===== config.mk =====
export PLATFORM = sky130hd
export DESIGN_NAME = jtframe_rq_arb_flat
export DESIGN_NICKNAME = d
export VERILOG_FILES = /design/src/rtl/jtframe_sdram_pkg.sv /design/src/rtl/jtframe_rq_arb_if.sv /design/src/rtl/jtframe_rq_wdog.sv /design/src/rtl/jtframe_rq_arb.sv /design/src/flat_wrapper.sv
export SDC_FILE = /design/constraint.sdc
export NUM_CORES = 1
export LEC_CHECK = 0
export BUFFER_PORTS_ARGS = -buffer_cell sky130_fd_sc_hd__buf_2
export CAP_MARGIN = 20
export CORE_AREA = 2 2 100 102
export CTS_CLUSTER_DIAMETER = 40
export DETAILED_ROUTE_END_ITERATION = 12
export DIE_AREA = 0 0 102 104
export GPL_ROUTABILITY_DRIVEN = 0
export PLACE_DENSITY = 0.79
export SLEW_MARGIN = 20
export SYNTH_ARGS = -nofsm -noshare
export SYNTH_HDL_FRONTEND = slang
export SYNTH_SLANG_ARGS = --single-unit

===== constraint.sdc =====
create_clock -name clk -period 2.6 [get_ports clk]
set_clock_uncertainty 0.05 [all_clocks]
set_input_delay 0.13 -clock clk [delete_from_list [all_inputs] [get_ports clk]]
set_output_delay 0.13 -clock clk [all_outputs]
set_load 0.01 [all_outputs]

===== src/rtl/jtframe_sdram_pkg.sv =====
// Shared constants for the SDRAM request arbiter: FSM encoding and address width.
package jtframe_sdram_pkg;

  localparam int SDRAM_AW = 22;

  typedef enum logic [1:0] {
    ST_IDLE = 2'd0,
    ST_ACK  = 2'd1,
    ST_RDY  = 2'd2,
    ST_REL  = 2'd3
  } state_t;

endpackage


===== src/rtl/jtframe_rq_arb_if.sv =====
// Bundle of slot-side and controller-side signals around jtframe_rq_arb.
interface jtframe_rq_arb_if
  import jtframe_sdram_pkg::*;
#(
  parameter int DW = 16
) ();

  // Slots hold slotN_req as a level until they observe their slotN_we;
  // sdram_req stays high until sdram_ack, and sdram_rdy completes the transfer.
  logic                slot0_req,    slot1_req;
  logic                slot0_rnw,    slot1_rnw;
  logic [SDRAM_AW-1:0] slot0_addr,   slot1_addr;
  logic [DW-1:0]       slot0_wrdata, slot1_wrdata;
  logic                slot0_we,     slot1_we;
  logic [31:0]         din;
  logic                din_ok;
  logic                sdram_req;
  logic                sdram_rnw;
  logic [SDRAM_AW-1:0] sdram_addr;
  logic [DW-1:0]       sdram_din;
  logic                sdram_ack;
  logic                sdram_rdy;
  logic [31:0]         sdram_dout;
  logic                timeout;
  state_t              dbg_state;

  modport master (
    input  slot0_req, slot1_req, slot0_rnw, slot1_rnw,
    input  slot0_addr, slot1_addr, slot0_wrdata, slot1_wrdata,
    input  sdram_ack, sdram_rdy, sdram_dout,
    output slot0_we, slot1_we, din, din_ok,
    output sdram_req, sdram_rnw, sdram_addr, sdram_din,
    output timeout, dbg_state
  );

  modport slave (
    output slot0_req, slot1_req, slot0_rnw, slot1_rnw,
    output slot0_addr, slot1_addr, slot0_wrdata, slot1_wrdata,
    output sdram_ack, sdram_rdy, sdram_dout,
    input  slot0_we, slot1_we, din, din_ok,
    input  sdram_req, sdram_rnw, sdram_addr, sdram_din,
    input  timeout, dbg_state
  );

endinterface


===== src/rtl/jtframe_rq_wdog.sv =====
// Loadable 8-bit down-counter; expire is high while enabled and the count has reached zero.
module jtframe_rq_wdog #(
  parameter int TOUT = 255
) (
  input  logic clk,
  input  logic rst,
  input  logic load,
  input  logic en,
  output logic expire
);

  localparam logic [7:0] LIMIT = 8'(TOUT);

  logic [7:0] cnt_q, cnt_d;

  always_comb begin
    cnt_d = cnt_q;
    if (load) begin
      cnt_d = LIMIT;
    end else if (en && cnt_q != 8'd0) begin
      cnt_d = cnt_q - 8'd1;
    end
  end

  always_ff @(posedge clk or posedge rst) begin
    if (rst) begin
      cnt_q <= 8'd0;
    end else begin
      cnt_q <= cnt_d;
    end
  end

  assign expire = en && (cnt_q == 8'd0);

endmodule


===== src/rtl/jtframe_rq_arb.sv =====
// Two-slot round-robin arbiter in front of the SDRAM controller command port,
// with shared read-data return and a per-transfer watchdog.
module jtframe_rq_arb
  import jtframe_sdram_pkg::*;
#(
  parameter int DW   = 16,
  parameter int TOUT = 255
) (
  input  logic             clk,
  input  logic             rst,
  jtframe_rq_arb_if.master bus
);

  state_t              state_q, state_d;
  logic                last_q, last_d;
  logic                sel_q, sel_d;
  logic                we0_q, we0_d;
  logic                we1_q, we1_d;
  logic                req_q, req_d;
  logic                rnw_q, rnw_d;
  logic [SDRAM_AW-1:0] addr_q, addr_d;
  logic [DW-1:0]       wdata_q, wdata_d;
  logic [31:0]         din_q, din_d;
  logic                din_ok_q, din_ok_d;
  logic                timeout_q, timeout_d;

  logic any_req, pick, done, wdog_load, wdog_en, expire;

  assign any_req   = bus.slot0_req | bus.slot1_req;
  // Contention goes to the slot that was not served last.
  assign pick      = (bus.slot0_req & bus.slot1_req) ? ~last_q : bus.slot1_req;
  assign done      = (state_q == ST_ACK && bus.sdram_ack && bus.sdram_rdy) ||
                     (state_q == ST_RDY && bus.sdram_rdy);
  assign wdog_load = (state_q == ST_IDLE) && any_req;
  assign wdog_en   = (state_q == ST_ACK) || (state_q == ST_RDY);

  jtframe_rq_wdog #(.TOUT(TOUT)) u_wdog (
    .clk    (clk),
    .rst    (rst),
    .load   (wdog_load),
    .en     (wdog_en),
    .expire (expire)
  );

  always_ff @(posedge clk or posedge rst) begin
    if (rst) begin
      state_q   <= ST_IDLE;
      last_q    <= 1'b1;
      sel_q     <= 1'b0;
      we0_q     <= 1'b0;
      we1_q     <= 1'b0;
      req_q     <= 1'b0;
      rnw_q     <= 1'b1;
      addr_q    <= '0;
      wdata_q   <= '0;
      din_q     <= 32'd0;
      din_ok_q  <= 1'b0;
      timeout_q <= 1'b0;
    end else begin
      state_q   <= state_d;
      last_q    <= last_d;
      sel_q     <= sel_d;
      we0_q     <= we0_d;
      we1_q     <= we1_d;
      req_q     <= req_d;
      rnw_q     <= rnw_d;
      addr_q    <= addr_d;
      wdata_q   <= wdata_d;
      din_q     <= din_d;
      din_ok_q  <= din_ok_d;
      timeout_q <= timeout_d;
    end
  end

  always_comb begin
    state_d = state_q;
    case (state_q)
      ST_IDLE: if (any_req) state_d = ST_ACK;
      ST_ACK: begin
        if (done || expire)     state_d = ST_REL;
        else if (bus.sdram_ack) state_d = ST_RDY;
      end
      ST_RDY:  if (done || expire) state_d = ST_REL;
      ST_REL:  state_d = ST_IDLE;
      default: state_d = ST_IDLE;
    endcase
  end

  always_comb begin
    last_d    = last_q;
    sel_d     = sel_q;
    we0_d     = we0_q;
    we1_d     = we1_q;
    req_d     = req_q;
    rnw_d     = rnw_q;
    addr_d    = addr_q;
    wdata_d   = wdata_q;
    din_d     = din_q;
    din_ok_d  = 1'b0;
    timeout_d = timeout_q;
    case (state_q)
      ST_IDLE: begin
        if (any_req) begin
          sel_d   = pick;
          we0_d   = ~pick;
          we1_d   = pick;
          req_d   = 1'b1;
          rnw_d   = pick ? bus.slot1_rnw    : bus.slot0_rnw;
          addr_d  = pick ? bus.slot1_addr   : bus.slot0_addr;
          wdata_d = pick ? bus.slot1_wrdata : bus.slot0_wrdata;
        end
      end
      ST_ACK, ST_RDY: begin
        // A real completion on the expiry cycle still wins over the watchdog.
        if (done) begin
          req_d    = 1'b0;
          din_d    = bus.sdram_dout;
          din_ok_d = 1'b1;
        end else if (expire) begin
          req_d     = 1'b0;
          din_d     = 32'hFFFF_FFFF;
          din_ok_d  = 1'b1;
          timeout_d = 1'b1;
        end else if (state_q == ST_ACK && bus.sdram_ack) begin
          req_d = 1'b0;
        end
      end
      ST_REL: begin
        we0_d  = 1'b0;
        we1_d  = 1'b0;
        last_d = sel_q;
      end
      default: ;
    endcase
  end

  assign bus.slot0_we   = we0_q;
  assign bus.slot1_we   = we1_q;
  assign bus.din        = din_q;
  assign bus.din_ok     = din_ok_q;
  assign bus.sdram_req  = req_q;
  assign bus.sdram_rnw  = rnw_q;
  assign bus.sdram_addr = addr_q;
  assign bus.sdram_din  = wdata_q;
  assign bus.timeout    = timeout_q;
  assign bus.dbg_state  = state_q;

endmodule

===== src/flat_wrapper.sv =====
// flat-port wrapper written by rule: the top's interface ports become plain ports
module jtframe_rq_arb_flat import jtframe_sdram_pkg::*;
#(
  parameter int DW   = 16,
  parameter int TOUT = 255
)
  (clk, rst, bus_slot0_req, bus_slot1_req, bus_slot0_rnw, bus_slot1_rnw, bus_slot0_addr, bus_slot1_addr, bus_slot0_wrdata, bus_slot1_wrdata, bus_sdram_ack, bus_sdram_rdy, bus_sdram_dout, bus_slot0_we, bus_slot1_we, bus_din, bus_din_ok, bus_sdram_req, bus_sdram_rnw, bus_sdram_addr, bus_sdram_din, bus_timeout, bus_dbg_state);
  jtframe_rq_arb_if #(.DW(DW)) bus_i ();
  input  logic clk;
  input  logic rst;
  input wire logic [$bits(bus_i.slot0_req)-1:0] bus_slot0_req;
  input wire logic [$bits(bus_i.slot1_req)-1:0] bus_slot1_req;
  input wire logic [$bits(bus_i.slot0_rnw)-1:0] bus_slot0_rnw;
  input wire logic [$bits(bus_i.slot1_rnw)-1:0] bus_slot1_rnw;
  input wire logic [$bits(bus_i.slot0_addr)-1:0] bus_slot0_addr;
  input wire logic [$bits(bus_i.slot1_addr)-1:0] bus_slot1_addr;
  input wire logic [$bits(bus_i.slot0_wrdata)-1:0] bus_slot0_wrdata;
  input wire logic [$bits(bus_i.slot1_wrdata)-1:0] bus_slot1_wrdata;
  input wire logic [$bits(bus_i.sdram_ack)-1:0] bus_sdram_ack;
  input wire logic [$bits(bus_i.sdram_rdy)-1:0] bus_sdram_rdy;
  input wire logic [$bits(bus_i.sdram_dout)-1:0] bus_sdram_dout;
  output wire logic [$bits(bus_i.slot0_we)-1:0] bus_slot0_we;
  output wire logic [$bits(bus_i.slot1_we)-1:0] bus_slot1_we;
  output wire logic [$bits(bus_i.din)-1:0] bus_din;
  output wire logic [$bits(bus_i.din_ok)-1:0] bus_din_ok;
  output wire logic [$bits(bus_i.sdram_req)-1:0] bus_sdram_req;
  output wire logic [$bits(bus_i.sdram_rnw)-1:0] bus_sdram_rnw;
  output wire logic [$bits(bus_i.sdram_addr)-1:0] bus_sdram_addr;
  output wire logic [$bits(bus_i.sdram_din)-1:0] bus_sdram_din;
  output wire logic [$bits(bus_i.timeout)-1:0] bus_timeout;
  output wire logic [$bits(bus_i.dbg_state)-1:0] bus_dbg_state;
  assign bus_i.slot0_req = bus_slot0_req;
  assign bus_i.slot1_req = bus_slot1_req;
  assign bus_i.slot0_rnw = bus_slot0_rnw;
  assign bus_i.slot1_rnw = bus_slot1_rnw;
  assign bus_i.slot0_addr = bus_slot0_addr;
  assign bus_i.slot1_addr = bus_slot1_addr;
  assign bus_i.slot0_wrdata = bus_slot0_wrdata;
  assign bus_i.slot1_wrdata = bus_slot1_wrdata;
  assign bus_i.sdram_ack = bus_sdram_ack;
  assign bus_i.sdram_rdy = bus_sdram_rdy;
  assign bus_i.sdram_dout = bus_sdram_dout;
  assign bus_slot0_we = bus_i.slot0_we;
  assign bus_slot1_we = bus_i.slot1_we;
  assign bus_din = bus_i.din;
  assign bus_din_ok = bus_i.din_ok;
  assign bus_sdram_req = bus_i.sdram_req;
  assign bus_sdram_rnw = bus_i.sdram_rnw;
  assign bus_sdram_addr = bus_i.sdram_addr;
  assign bus_sdram_din = bus_i.sdram_din;
  assign bus_timeout = bus_i.timeout;
  assign bus_dbg_state = bus_i.dbg_state;
  jtframe_rq_arb #(.DW(DW), .TOUT(TOUT)) u_core (.clk(clk), .rst(rst), .bus(bus_i));
endmodule

==> flow_metrics.tcl, run 1 <==
set metrics [dict create \
    p_int_uw 3850 \
    starting_density_of_the_core_pct 41.3 \
    vias_in_the_first_global_route 4049 \
    postSynthNetCount 465 \
    switchingPower_uw 2420 \
    p_total_uw 6270 \
    synthTopCellsByCount "sky130_fd_sc_hd__dfrtp_1 (86), sky130_fd_sc_hd__nand2_1 (49), sky130_fd_sc_hd__mux2i_1 (43)" \
    drt_first_iter_violations 137 \
    status "finished clean" \
    critical_path.cell_chain "a21boi_4, buf_4, mux2i_1, dlygate4sd3_1, o21ai_1" \
    first_pass_iters 4 \
    clockBufferDepth 2 \
    layout-drive-gt1-share_pct 36.0 \
    worst-endpoint-required_ns 2.77 \
    worst_slew_margin_rel_pct 41.6 \
    io_pins 194 \
    antenna_found_initial 0 \
    post_cts.repair.setup_buffers 0 \
    cell_family_with_most_cp_delay "buffers and inverters" \
    setup_repair_after_global_routing_missed_its_margin "no" \
    cts-htree-levels 3 \
    drcViolationCount 0 \
    buffer_ports.inserted 193 \
    floorplan_die_height_microns 104 \
    cellLeakagePower_uw 0.00298 \
    main_combinational_cell_family_by_area_after_synthesis "compound AO/OA/AOI/OAI gates" \
    muxShareOfSynthArea_pct 11.5 \
    yosys.cell_count.top_type "sky130_fd_sc_hd__dfrtp_1" \
    async_flop_share_pct 100 \
    synth_top_flop_cell "sky130_fd_sc_hd__dfrtp_1" \
    diodes 0 \
    power-per-cell-area_nw_per_um2 1020 \
    detail_route.wl_per_cell_microns 15.9 \
    fillers 749 \
    mappedNetlistArea_sq_um 3940 \
    compound_gate_fraction_of_synth_area_pct 16.8 \
    groute.usage.overall_pct 22.9 \
    std_cell_rows 36 \
    total_wirelength_of_the_detailed_routed_design_microns 12100 \
    cts.clk_slew.worst_paths_ns 0.10 \
    slew_viol_final 0 \
    share_clk_of_total_power_pct 15.0 \
    cp-end-kind "flip-flop" \
    drtAntennaViolNets 0 \
    crit_arrival_ns 2.56 \
    design.die.area_sq_um 10600 \
    grt_start_max_net_pins 89 \
    layout.area.seq_sq_um 2200 \
    design.core.area_sq_um 9550 \
    timing.final.setup_violations 0 \
    holdCritPathClass "in2reg" \
    first_pass_grt_wire_length_microns 19100 \
    fmax_mhz 419 \
    swShare_pct 38.6 \
    cpPeakStageDelay_ns 0.66 \
    crit_path_max_fanout 20 \
    cell_taking_the_most_area_after_synthesis "sky130_fd_sc_hd__dfrtp_1" \
    area.growth.synth_to_final_pct 55.9 \
    post-dp-hpwl_microns 7200 \
    cts-buffers-inserted 9 \
    max_slew.worst_pin.slew_ns 0.873 \
    synth_area_leaders "sky130_fd_sc_hd__dfrtp_1 (55%), sky130_fd_sc_hd__mux2i_1 (11%), sky130_fd_sc_hd__o22a_1 (7.1%)" \
    timing.final.hold_violations 0 \
    synth_top_cell_area_share_pct 54.6 \
    synth_sequential_area_ratio_pct 56.0 \
    die_width_microns 102 \
    yosysWarnings 0 \
    critical-path-slowest-cell "sky130_fd_sc_hd__a21boi_4" \
    cp_num_buf_inv 2 \
    synth_adder_area_share_pct 2.22 \
    global_route_overflow 0 \
    clock_tree.root_cell "sky130_fd_sc_hd__clkbuf_8" \
    clkSinkCount 88 \
    post_synth_inst_count 342 \
    sequential_group_share_of_total_power_pct 38.0 \
    nNetsFinal 743 \
    cts_tree "done" \
    timing.hold.ws_ns 0.0154 \
    detailedPlace.worstSlack_ns 0.417 \
    drt-vias-per-instance 4.99 \
    post_cts.resized_instances 0 \
    post_synth_and_or_nand_nor_area_fraction_pct 8.35 \
    synthXorXnorAreaFrac_pct 1.11 \
    share_comb_of_total_power_pct 47.0 \
    maxCapViolations 0 \
    layout_min_cycle_time_ns 2.39 \
    multiInputGateArea_sq_um 1600 \
    setup_tns_ns 0 \
    clk_latency_ns 0.35 \
    setup_ws_ns 0.211 \
    synth_enable_flop_cells 0 \
    avgSynthCellArea_sq_um 11.5 \
    cts-hold-fix-buffers 88 \
    final.period_utilization_pct 91.9 \
    synth_seq_cells 88 \
    crit_type "reg2reg" \
    final_core_occ_pct 64.3 \
    setup.worst_path.start_class "flip-flop" \
    vdd_ir_drop_max_mv 0.573 \
    total_via_count_after_detailed_routing 3781 \
    synth.distinct_cells 43 \
]
## kinds of logic after synthesis
group,count (synthesis)
AND/OR/NAND/NOR,71
adder cells (fa/ha/maj),7
flip-flops,88
buffers and inverters,32
AO/OA/AOI/OAI,94
multiplexers,45
XOR/XNOR,5
## metrics by stage
stage	cells	instance area (sq um)
floorplan	342	3940
global placement	654	5070
detailed placement	654	5070
CTS	758	6140
global route	758	6140
finish	758	6140
## state kept, by name, indices dropped and copies added, names as in the netlist
register / count
u_core.bus.dbg_state: 2
u_core.last_q: 1
u_core.bus.sdram_rnw: 1
u_core.bus.sdram_din: 16
u_core.bus.timeout: 1
u_core.u_wdog.cnt_q: 8
u_core.bus.din: 32
u_core.bus.din_ok: 1
u_core.sel_q: 1
u_core.bus.sdram_addr: 22
u_core.bus.sdram_req: 1
u_core.bus.slot0_we: 1
u_core.bus.slot1_we: 1
## power groups by stage
| stage | clock [uW] | sequential (uW) | combinational, uW |
|---|---|---|---|
| 5_1_grt | 1020 | 2460 | 3220 |
| 6_report | 939 | 2380 | 2950 |
| 3_3_place_gp | 0 | 2350 | 2660 |
| 2_1_floorplan | 0 | 2640 | 1480 |
| 3_5_place_dp | 0 | 2390 | 2770 |
| 4_1_cts | 961 | 2370 | 2920 |
## final cells by class
cell class                 instances  area share (%)
tap                              133            2.71
clock buffer                      12            2.20
sequential                        88            35.9
timing repair buffer             289            31.7
clock inverter                     4           0.896
multi-input combinational        222            26.0
inverter                          10           0.631
## metal layers
metal	global-route usage (%)	vias up	share of wire, %	wire length (microns)
met5	0	-	0	0
met4	10.0	0	3.1	374
met3	4.64	34	4.3	522
met2	41.2	133	54	6560
met1	25.5	1845	38	4610
li1	-	1769	-	-
## path summary, 6_finish.rpt
path | startpoint | slack, ns | cells past startpoint | to
max in group asynchronous | rst | 1.74 | 4 | u_core.bus.sdram_rnw
min reg2reg | u_core.bus.sdram_rnw | 0.41 | 2 | u_core.bus.sdram_rnw
min in group asynchronous | rst | 0.41 | 4 | u_core.bus.sdram_addr[13]
max reg2reg | u_core.last_q | 0.21 | 5 | u_core.bus.sdram_addr[9]
max | u_core.last_q | 0.21 | 5 | u_core.bus.sdram_addr[9]
min | bus_slot0_addr[5] | 0.02 | 3 | u_core.bus.sdram_addr[5]
## worst min-delay path: cells and delay by family
kind            cells  cell delay (ns)
buf+inv             1             0.07
mux                 1             0.06
compound gates      1             0.11
## layout by cell type, fill, tap and decap left out, drive strengths merged, types with 2 or more instances in the layout
master	n
mux2i	43
nand3	3
nand2	49
nand2b	2
dlygate4sd3	88
o311ai	2
nor3b	2
or3	2
inv	9
dfstp	2
clkinv	3
clkbuf	12
a22o	2
o2111ai	2
o21ai	44
buf	201
nor3	3
nor2	4
o22a	32
mux2	2
a211oi	2
o211ai	2
ha	7
xor2	3
xnor2	2
dfrtp	86
Power figures use the tool's default switching activity.
==> run 2: changes to the inputs <==
--- a/config.mk
+++ b/config.mk
@@ -5,14 +5,15 @@
 export SDC_FILE = /design/constraint.sdc
 export NUM_CORES = 1
 export LEC_CHECK = 0
-export BUFFER_PORTS_ARGS = -buffer_cell sky130_fd_sc_hd__buf_2
+export ABC_AREA = 1
+export BUFFER_PORTS_ARGS = -buffer_cell sky130_fd_sc_hd__buf_4
 export CAP_MARGIN = 20
-export CORE_AREA = 2 2 100 102
+export CORE_AREA = 2 2 104 106
 export CTS_CLUSTER_DIAMETER = 40
 export DETAILED_ROUTE_END_ITERATION = 12
-export DIE_AREA = 0 0 102 104
+export DIE_AREA = 0 0 106 108
 export GPL_ROUTABILITY_DRIVEN = 0
-export PLACE_DENSITY = 0.79
+export PLACE_DENSITY = 0.77
 export SLEW_MARGIN = 20
 export SYNTH_ARGS = -nofsm -noshare
 export SYNTH_HDL_FRONTEND = slang
==> run 2 against run 1 <==
Compared with the run above:
- cell count is 12% higher
- sequential power grew 7%
- combinational power grew 21%
- largest power group unchanged
==> flow_metrics.tcl, run 2 <==
set metrics [dict create \
    r2r_endpoint "u_core.u_wdog.cnt_q[3]" \
    starting_density_of_the_core_pct 41.2 \
    worstSetupStartpoint "u_core.bus.dbg_state[1]" \
    synth_area_leaders "sky130_fd_sc_hd__dfrtp_1 (51%), sky130_fd_sc_hd__o21ai_0 (11%), sky130_fd_sc_hd__nor2_1 (7.1%)" \
    worst_setup_path_endpoint "u_core.u_wdog.cnt_q[3]" \
    drtAntennaViolNets 0 \
    avgSynthCellArea_sq_um 8.88 \
    drt_first_iter_violations 244 \
    clk_latency_ns 0.36 \
    design.die.area_sq_um 11400 \
    timing.final.hold_violations 0 \
    diodes 0 \
    worst_slew_margin_rel_pct 34.4 \
    cts.clk_slew.worst_paths_ns 0.10 \
    postSynthNetCount 597 \
    global_route_overflow 0 \
    crit_type "reg2reg" \
    cts_tree "done" \
    clock_tree.root_cell "sky130_fd_sc_hd__clkbuf_8" \
    cp_num_cells 7 \
    cpPeakStageDelay_ns 0.48 \
    p_total_uw 7010 \
    nNetsFinal 831 \
    cell_family_with_most_cp_delay "buffers and inverters" \
    cellLeakagePower_uw 0.00319 \
    most-common-layout-cells "sky130_fd_sc_hd__buf_4 (196), sky130_fd_sc_hd__o21ai_0 (92), sky130_fd_sc_hd__dfrtp_1 (86), sky130_fd_sc_hd__nor2_1 (80), sky130_fd_sc_hd__nand2_1 (69)" \
    synth_seq_cells 88 \
    layout_min_cycle_time_ns 2.08 \
    clkSinkCount 88 \
    post_synth_inst_count 474 \
    final_core_occ_pct 63.1 \
    synth_sequential_area_ratio_pct 52.4 \
    cell_taking_the_most_area_after_synthesis "sky130_fd_sc_hd__dfrtp_1" \
    grt_start_max_net_pins 66 \
    drcViolationCount 0 \
    detail_route.wl_per_cell_microns 13.8 \
    detailedPlace.worstSlack_ns 0.563 \
    synth_top_cell_area_share_pct 51.1 \
    std_cell_rows 37 \
    clockBufferDepth 2 \
    crit_path_max_fanout 43 \
    worst-endpoint-required_ns 2.79 \
    synthTopCellsByCount "sky130_fd_sc_hd__o21ai_0 (92), sky130_fd_sc_hd__dfrtp_1 (86), sky130_fd_sc_hd__nor2_1 (80)" \
    cp-end-kind "flip-flop" \
    async_flop_share_pct 100 \
    fmax_mhz 480 \
    cts-htree-levels 3 \
    synth_enable_flop_cells 0 \
    layout-drive-gt1-share_pct 40.5 \
    maxCapViolations 0 \
    critical_path.cell_chain "inv_1, ha_1, o21ai_4, buf_4, nand2_1, o21ai_0, o21ai_0" \
    drt-vias-per-instance 4.80 \
    max_slew.worst_pin.slew_ns 0.983 \
    first_pass_iters 4 \
    setup_tns_ns 0 \
    cp_num_buf_inv 2 \
    cts-buffers-inserted 9 \
    setup_ws_ns 0.515 \
    holdCritPathClass "in2reg" \
    dpl_cell_area_sq_um 5750 \
    mappedNetlistArea_sq_um 4210 \
    r2r.worst_path.cells 7 \
    yosysWarnings 0 \
    power-per-cell-area_nw_per_um2 1090 \
    setup.worst_path.start_class "flip-flop" \
    vdd_ir_drop_max_mv 0.504 \
    fillers 794 \
    slew_viol_final 0 \
    antenna_found_initial 0 \
    buffer_ports.inserted 193 \
    crit_arrival_ns 2.27 \
    critical-path-slowest-cell "sky130_fd_sc_hd__dfrtp_1" \
    largest_register_ff_count 32 \
    final_instance_area_sq_um 6450 \
    status "finished clean" \
    post-dp-hpwl_microns 7700 \
    timing.final.setup_violations 0 \
    synth_top_flop_cell "sky130_fd_sc_hd__dfrtp_1" \
    setup_repair_after_global_routing_missed_its_margin "no" \
    groute.usage.overall_pct 21.1 \
    worstReg2RegStart "u_core.bus.dbg_state[1]" \
    total_wirelength_of_the_detailed_routed_design_microns 11700 \
    synth.distinct_cells 26 \
    die_width_microns 106 \
    cpMostUsedCell "sky130_fd_sc_hd__o21ai_0" \
    layout.area.seq_sq_um 2200 \
    yosys.cell_count.top_type "sky130_fd_sc_hd__o21ai_0" \
    vias_in_the_first_global_route 4079 \
    first_pass_grt_wire_length_microns 19400 \
    area.growth.synth_to_final_pct 53.3 \
    post_cts.resized_instances 0 \
    design.core.area_sq_um 10200 \
    layout_commonest_cell "sky130_fd_sc_hd__buf_4" \
    total_via_count_after_detailed_routing 4074 \
    final.period_utilization_pct 80.2 \
    multiInputGateArea_sq_um 1780 \
    io_pins 194 \
    floorplan_die_height_microns 108 \
    worst-r2r-setup-slack_ns 0.52 \
]
run 2: cell types whose count changed after synthesis, moves of 20 or more:
cell,change
sky130_fd_sc_hd__o21ai_0,+89
sky130_fd_sc_hd__nand2_1,+20
sky130_fd_sc_hd__nor2_1,+76
sky130_fd_sc_hd__o21ai_2,+33
sky130_fd_sc_hd__mux2i_1,-43
sky130_fd_sc_hd__o22a_1,-32
sky130_fd_sc_hd__nand2_2,+30
sky130_fd_sc_hd__o21ai_1,-40
run 2: area by class of cell:
class | count | area share (%)
Multi-Input combinational cell | 337 | 27.5
Clock buffer | 10 | 2.13
Sequential cell | 88 | 34.2
Timing Repair Buffer | 250 | 31.5
Inverter | 22 | 1.30
Clock inverter | 6 | 0.756
Tap cell | 136 | 2.64
run 2: worst min path at each step:
stage | start | end | slack [ns] | cells after the start
after global placement | rst | u_core.bus.sdram_addr[8] | 0.22 | 2
after floorplan | bus_slot1_rnw | u_core.bus.sdram_rnw | 0.24 | 2
after detailed placement | rst | u_core.bus.sdram_addr[8] | 0.23 | 2
after CTS | bus_slot1_addr[3] | u_core.bus.sdram_addr[3] | 0.0002 | 3
after global routing | bus_slot1_wrdata[8] | u_core.bus.sdram_din[8] | 0.006 | 3
final | bus_slot1_addr[3] | u_core.bus.sdram_addr[3] | 0.01 | 3
run 2: cell families after synthesis:
family | share of synthesized area, %
DFF | 52.4
and+or+nand+nor | 19.6
AOI/OAI and AO/OA | 19.3
buffers and inverters | 5.74
xor gates and xnor gates | 0.832
adders and majority gates | 2.08
run 2: what timing repair did:
action,4_1_cts,5_1_grt
hold buffers,52,0
endpoints found under the hold margin,92,0
setup buffers,0,0
run 2: per-stage QoR:
step	std cells	hold WS, ns
3_5_place_dp	781	0.231
6_report	849	0.00997
3_3_place_gp	781	0.218
4_1_cts	849	0.000189
5_1_grt	849	0.00611
2_1_floorplan	474	0.242
run 2: worst min-delay path: stages:
cell and delay, ns:
sky130_fd_sc_hd__buf_4 0.08, sky130_fd_sc_hd__nor2_1 0.03, sky130_fd_sc_hd__o21ai_0 0.14
run 2: report_power, final:
part	switching (uW)	total (uW)	internal [uW]	leakage, uW
logic	1930	3570	1640	0.00205
registers	476	2550	2080	0.00105
clock network	504	890	385	0.0000976
run 2: metal layers:
| metal | share of wire [%] | vias up | global-route usage [%] |
|---|---|---|---|
| li1 | - | 2006 | - |
| met1 | 42 | 1866 | 26.8 |
| met2 | 47 | 185 | 34.6 |
| met3 | 8.5 | 17 | 5.73 |
| met4 | 2.1 | 0 | 7.99 |
| met5 | 0 | - | 0 |
